File: src/rtl/div_unit.sv
// div_unit: multicycle signed divider for MIPS DIV.
// Restoring division on operand magnitudes, one quotient bit per clock.
// Signs are reapplied in a final FIX cycle. The quotient truncates toward
// zero and the remainder takes the sign of the dividend.
module div_unit #(
  parameter int unsigned WIDTH = 32
) (
  input  logic             Clk,
  input  logic             Reset,
  input  logic             start,
  input  logic [WIDTH-1:0] dividend,
  input  logic [WIDTH-1:0] divisor,
  output logic [WIDTH-1:0] hi,
  output logic [WIDTH-1:0] lo,
  output logic             busy,
  output logic             done,
  output logic             div_zero
);

  localparam int unsigned CW = (WIDTH > 1) ? $clog2(WIDTH) : 1;

  typedef enum logic [1:0] {
    S_IDLE,
    S_CALC,
    S_FIX
  } state_t;

  state_t           r_state;
  state_t           w_next_state;

  logic [WIDTH-1:0] r_quo;     // dividend magnitude shifting out, quotient shifting in
  logic [WIDTH-1:0] r_rem;     // partial remainder
  logic [WIDTH-1:0] r_dvs;     // divisor magnitude
  logic [CW-1:0]    r_cnt;     // iterations remaining after the current one
  logic             r_qneg;    // quotient must be negated in FIX
  logic             r_rneg;    // remainder must be negated in FIX

  logic             w_go;
  logic [WIDTH-1:0] w_abs_dvd;
  logic [WIDTH-1:0] w_abs_dvs;
  logic [WIDTH:0]   w_trial;
  logic             w_fit;
  logic [WIDTH-1:0] w_diff;

  // A magnitude of -2^(WIDTH-1) is 2^(WIDTH-1), which still fits unsigned.
  assign w_abs_dvd = dividend[WIDTH-1] ? (~dividend + 1'b1) : dividend;
  assign w_abs_dvs = divisor[WIDTH-1]  ? (~divisor + 1'b1)  : divisor;

  assign w_go = start && (r_state == S_IDLE) && (divisor != '0);

  // Shifted partial remainder needs one extra bit before the compare.
  assign w_trial = {r_rem, r_quo[WIDTH-1]};
  assign w_fit   = (w_trial >= {1'b0, r_dvs});
  // When w_fit holds, the true difference is below r_dvs, so WIDTH bits suffice.
  assign w_diff  = w_trial[WIDTH-1:0] - r_dvs;

  // Next-state logic for IDLE -> CALC -> FIX -> IDLE.
  always_comb begin
    w_next_state = r_state;
    unique case (r_state)
      S_IDLE: if (w_go) w_next_state = S_CALC;
      S_CALC: if (r_cnt == '0) w_next_state = S_FIX;
      S_FIX:  w_next_state = S_IDLE;
      default: w_next_state = S_IDLE;
    endcase
  end

  // State register; reset aborts any operation in flight.
  always_ff @(posedge Clk or posedge Reset) begin
    if (Reset) r_state <= S_IDLE;
    else       r_state <= w_next_state;
  end

  // Datapath: operand capture, restoring iterations, sign fix-up and pulses.
  always_ff @(posedge Clk or posedge Reset) begin
    if (Reset) begin
      r_quo    <= '0;
      r_rem    <= '0;
      r_dvs    <= '0;
      r_cnt    <= '0;
      r_qneg   <= 1'b0;
      r_rneg   <= 1'b0;
      hi       <= '0;
      lo       <= '0;
      busy     <= 1'b0;
      done     <= 1'b0;
      div_zero <= 1'b0;
    end else begin
      done     <= 1'b0;
      div_zero <= 1'b0;
      unique case (r_state)
        S_IDLE: begin
          if (start) begin
            if (divisor == '0) begin
              div_zero <= 1'b1;
            end else begin
              r_quo  <= w_abs_dvd;
              r_dvs  <= w_abs_dvs;
              r_rem  <= '0;
              r_qneg <= dividend[WIDTH-1] ^ divisor[WIDTH-1];
              r_rneg <= dividend[WIDTH-1];
              r_cnt  <= CW'(WIDTH - 1);
              busy   <= 1'b1;
            end
          end
        end
        S_CALC: begin
          r_quo <= {r_quo[WIDTH-2:0], w_fit};
          r_rem <= w_fit ? w_diff : w_trial[WIDTH-1:0];
          r_cnt <= r_cnt - CW'(1);
        end
        S_FIX: begin
          lo   <= r_qneg ? (~r_quo + 1'b1) : r_quo;
          hi   <= r_rneg ? (~r_rem + 1'b1) : r_rem;
          done <= 1'b1;
          busy <= 1'b0;
        end
        default: ;
      endcase
    end
  end

endmodule
File: config.mk
export PLATFORM = sky130hd
export DESIGN_NAME = div_unit
export DESIGN_NICKNAME = d
export VERILOG_FILES = /design/src/rtl/div_unit.sv
export SDC_FILE = /design/constraint.sdc
export NUM_CORES = 1
export LEC_CHECK = 0
export ABC_AREA = 1
export CAP_MARGIN = 30
export CORE_MARGIN = 2
export CORE_UTILIZATION = 30
export DETAILED_ROUTE_END_ITERATION = 8
export PLACE_DENSITY = 0.53
export SYNTH_ARGS = -nofsm -noshare
export SYNTH_HDL_FRONTEND = slang
export SYNTH_SLANG_ARGS = --single-unit
File: constraint.sdc
create_clock -name Clk -period 13.4 [get_ports Clk]
set_clock_uncertainty 0.15 [all_clocks]
set_input_delay 3.35 -clock Clk [delete_from_list [all_inputs] [get_ports Clk]]
set_output_delay 3.35 -clock Clk [all_outputs]
set_load 0.05 [all_outputs]
==> results.sh <==
export IMPL_maximum_number_of_pins_on_one_net_before_global_route_repair=83
export IMPL_global_route_wire_length_before_repair_mm=69.6
export IMPL_cts_tree="yes"
export IMPL_synth_area_top_cells="sky130_fd_sc_hd__dfrtp_1 (32%), sky130_fd_sc_hd__nand2_1 (20%), sky130_fd_sc_hd__inv_1 (8.1%)"
export IMPL_synthCells=2100
export IMPL_post_synth_top_area_cell="sky130_fd_sc_hd__dfrtp_1"
export IMPL_power_density_nw_per_um2=258
export IMPL_grtUsageMet1_pct=28.2
export IMPL_detailedPlace_worstSlack_ps=6220
export IMPL_portion_of_netlist_area_occupied_by_mux_cells_pct=0
export IMPL_final_period_minus_worst_setup_slack_ps=6640
export IMPL_hold_viol=0
export IMPL_whs_path_depth=2
export IMPL_dr_pass1_iters=5
export IMPL_category_of_the_worst_setup_path_capture_point="flip-flop"
export IMPL_hp_start="hi[28]$_DFFE_PP0P_"
export IMPL_main_combinational_cell_family_by_area_after_synthesis="simple AND/OR/NAND/NOR gates"
export IMPL_routedWlPerCell_um=15.2
export IMPL_route_final_wire_length_mm=42.7
export IMPL_fin_setup_tns_ps=0
export IMPL_track_usage_pct=18.9
export IMPL_cts_root_to_sink_buffers=2
export IMPL_relative_max_transition_margin_pct=33.8
export IMPL_drt_iter0_drc=1205
export IMPL_worstRegToRegCells=11
export IMPL_grt_remaining_overflow=0
export IMPL_crit_family="buffers and inverters"
export IMPL_fmax_ghz=0.151
export IMPL_postSynthRegisterBits=172
export IMPL_final_net_count=2306
export IMPL_finalSetupViolCount=0
export IMPL_grt_setup_unrepaired="no"
export IMPL_first_global_vias=12600
export IMPL_number_of_enable_type_register_cells_in_the_synthesized_netlist=0
export IMPL_maxSlewViolCount=0
export IMPL_die_area_um2=46200
export IMPL_netlist_top_cells_count="sky130_fd_sc_hd__nand2_1 (716), sky130_fd_sc_hd__inv_1 (289), sky130_fd_sc_hd__nor2_1 (208)"
export IMPL_clock_insertion_delay_worst_skew_ps=460
export IMPL_timing_final_crit_share_pct=49.6
export IMPL_synth_fp_nets=2206
export IMPL_flow_area_growth_from_synthesis_pct=18.8
export IMPL_clockRootBuffer="sky130_fd_sc_hd__clkbuf_16"
export IMPL_synth_sequential_area_ratio_pct=32.2
export IMPL_dieWidth_um=215
export IMPL_async_reset_ff_share_pct=100
export IMPL_cp_cell_sequence="clkdlybuf4s50_1 > inv_4 > nand3_1 > nor2_1 > nand2_1 > nor2_2 > nand2_1 > nand3_2 > buf_4 > inv_2 > o211ai_1 > o21ai_0"
export IMPL_cts_repair_timing_setup_buffer_count=0
export IMPL_worst_pin_slew_ps=990
export IMPL_detailed_place_hpwl_mm=33.3
export IMPL_critical_path_most_common_cell="sky130_fd_sc_hd__nand2_1"
export IMPL_dieHeight_um=215
export IMPL_p_switching_uw=2210
export IMPL_p_int_uw=1890
export IMPL_route_detailed_drc=0
export IMPL_cts_made_buffers=17
export IMPL_timing_critical_path_from_type="primary input"
export IMPL_sequentialPowerShare_pct=23.3
export IMPL_post_route_worst_setup_slack_ps=6760
export IMPL_setup_worst_path_class="primary input to flip-flop"
export IMPL_h_tree_depth=4
export IMPL_fin_total_pwr_uw=4090
export IMPL_drive_gt1_share_pct=5.02
export IMPL_combPwrFrac_pct=64.0
export IMPL_timing_critical_path_fanout_max=58
export IMPL_met3_track_demand_over_resource_pct=3.43
export IMPL_power_ir_vdd_worst_v=0.000104
export IMPL_path_depth=12
export IMPL_postCtsResizedCells=0
export IMPL_clk_transition_reported_paths_ps=70
export IMPL_timing_critical_path_slowest_stage_cell="sky130_fd_sc_hd__clkdlybuf4s50_1"
export IMPL_antenna_found_initial=1
export IMPL_diodes=0
export IMPL_avgSynthCellArea_um2=6.36
export IMPL_number_of_input_and_output_port_buffers_inserted=133
export IMPL_post_synth_and_or_nand_nor_area_fraction_pct=39.3
export IMPL_drt_vias_per_instance=4.75
export IMPL_static_leakage_uw=0.00793
export IMPL_starting_density_pct=30.3
export IMPL_pin_count=134
export IMPL_gp_congestion=0.919
export IMPL_synthDominantCellAreaShare_pct=32.2
export IMPL_synth_compound_gate_area_share_pct=9.19
export IMPL_post_cts_hold_buffer_count=0
export IMPL_worstHoldPathType="flip-flop to flip-flop"
export IMPL_routed_via_count=13300
export IMPL_maxCapViolCount=0
export IMPL_worstPathArrival_ps=6790
export IMPL_yosysWarningCount=0
export IMPL_synth_adder_area_share_pct=3.71
export IMPL_worst_r2r_startpoint="r_rem[25]$_DFFE_PP0P_"
export IMPL_global_route_peak_usage_layer="met1"
export IMPL_ant_nets=0
export IMPL_number_of_distinct_library_cells_after_synthesis=47
export IMPL_crit_required_ps=13550
export IMPL_crit_path_buf_inv_count=4
export IMPL_placeableCoreArea_um2=44000
export IMPL_post_synthesis_share_of_cell_area_spent_on_xor_and_xnor_gates_pct=4.66
export IMPL_ys_flop_type="sky130_fd_sc_hd__dfrtp_1"
export IMPL_global_route_usage_met2_pct=27.8
export IMPL_slowest_delay_ps=920
export IMPL_row_count=77
export IMPL_tritoncts_num_sinks=172
export IMPL_netlist_area_um2=13300
export IMPL_worst_setup_path_startpoint="divisor[31]"
export IMPL_power_switching_share_pct=53.9
export IMPL_outcome="completed"
export IMPL_yosys_cell_count_top_type="sky130_fd_sc_hd__nand2_1"
export IMPL_clockPowerShare_pct=12.6
worst register-to-register path, delay by kind of cell (launching register included):
family,cells,cell delay (ps)
fa+ha+maj,1,420
buf+inv,1,70
compound gates,2,520
flops,1,500
simple gates,7,1720
cell type report:
| cell class | instances | area (um^2) |
|---|---|---|
| clock inverter | 13 | 148 |
| fill | 4838 | 28200 |
| tap | 592 | 741 |
| multi-input combinational | 1565 | 7610 |
| clock buffer | 19 | 453 |
| inverter | 299 | 1130 |
| sequential | 172 | 4300 |
| timing repair buffer | 145 | 1470 |
cell usage in the layout, fill, tap and decap left out, drive strengths merged, types with 18 or more instances in the layout:
master,n
nand2,726
inv,304
nor2,221
nand3,213
dfrtp,172
clkdlybuf4s50,133
o21ai,126
xor2,53
a21oi,46
ha,38
nand4,29
nor3,21
clkbuf,19
xnor2,18
state kept, by name, indices dropped and copies added (netlist names):
signal    count
r_qneg        1
r_state       2
r_quo        32
r_rneg        1
r_rem        32
r_dvs        32
r_cnt         5
div_zero      1
busy          1
done          1
hi           32
lo           32
power groups by stage:
stage / clock (uW) / sequential (uW) / combinational, uW
final: 517 / 955 / 2620
after global routing: 556 / 984 / 2990
after CTS: 530 / 950 / 2620
after detailed placement: 0 / 959 / 2610
after global placement: 0 / 956 / 2580
after floorplan: 0 / 1010 / 1840
final timing paths:
| check | end | slack (ps) |
|---|---|---|
| hold / removal | hi[28]$_DFFE_PP0P_ | 330 |
| setup / recovery | r_quo[1]$_DFFE_PP0P_ | 6760 |
| hold reg to reg | hi[28]$_DFFE_PP0P_ | 330 |
| max in group asynchronous | r_state[1]$_DFFE_PP0P_ | 9040 |
| min in group asynchronous | hi[23]$_DFFE_PP0P_ | 3150 |
| setup reg to reg | r_rem[26]$_DFFE_PP0P_ | 9910 |
per-stage QoR:
step,hold slack (ps),instance area (um^2),std cells,util [%]
after floorplan,299,13300,2100,-
after detailed placement,316,15200,2772,34.6
after CTS,335,15800,2804,35.9
after global routing,360,15900,2805,36.0
after global placement,317,15200,2770,34.5
final,329,15900,2805,36.0
logic make-up (layout without fill, tap and decap cells):
logic type	Yosys count	after routing
AO/OA/AOI/OAI	218	218
adder cells (fa/ha/maj)	39	39
flip-flops	172	172
buffers and inverters	363	476
XOR/XNOR	71	71
AND/OR/NAND/NOR	1237	1237
layer usage:
layer | up-vias | part of all wire, % | wire length (um)
met4 | 0 | 1.6 | 698
li1 | 6836 | - | -
met3 | 36 | 5.9 | 2500
met1 | 6109 | 51 | 21700
met2 | 349 | 42 | 17800
met5 | - | 0 | 0
Note: power is estimated with default switching activity, not from simulation.
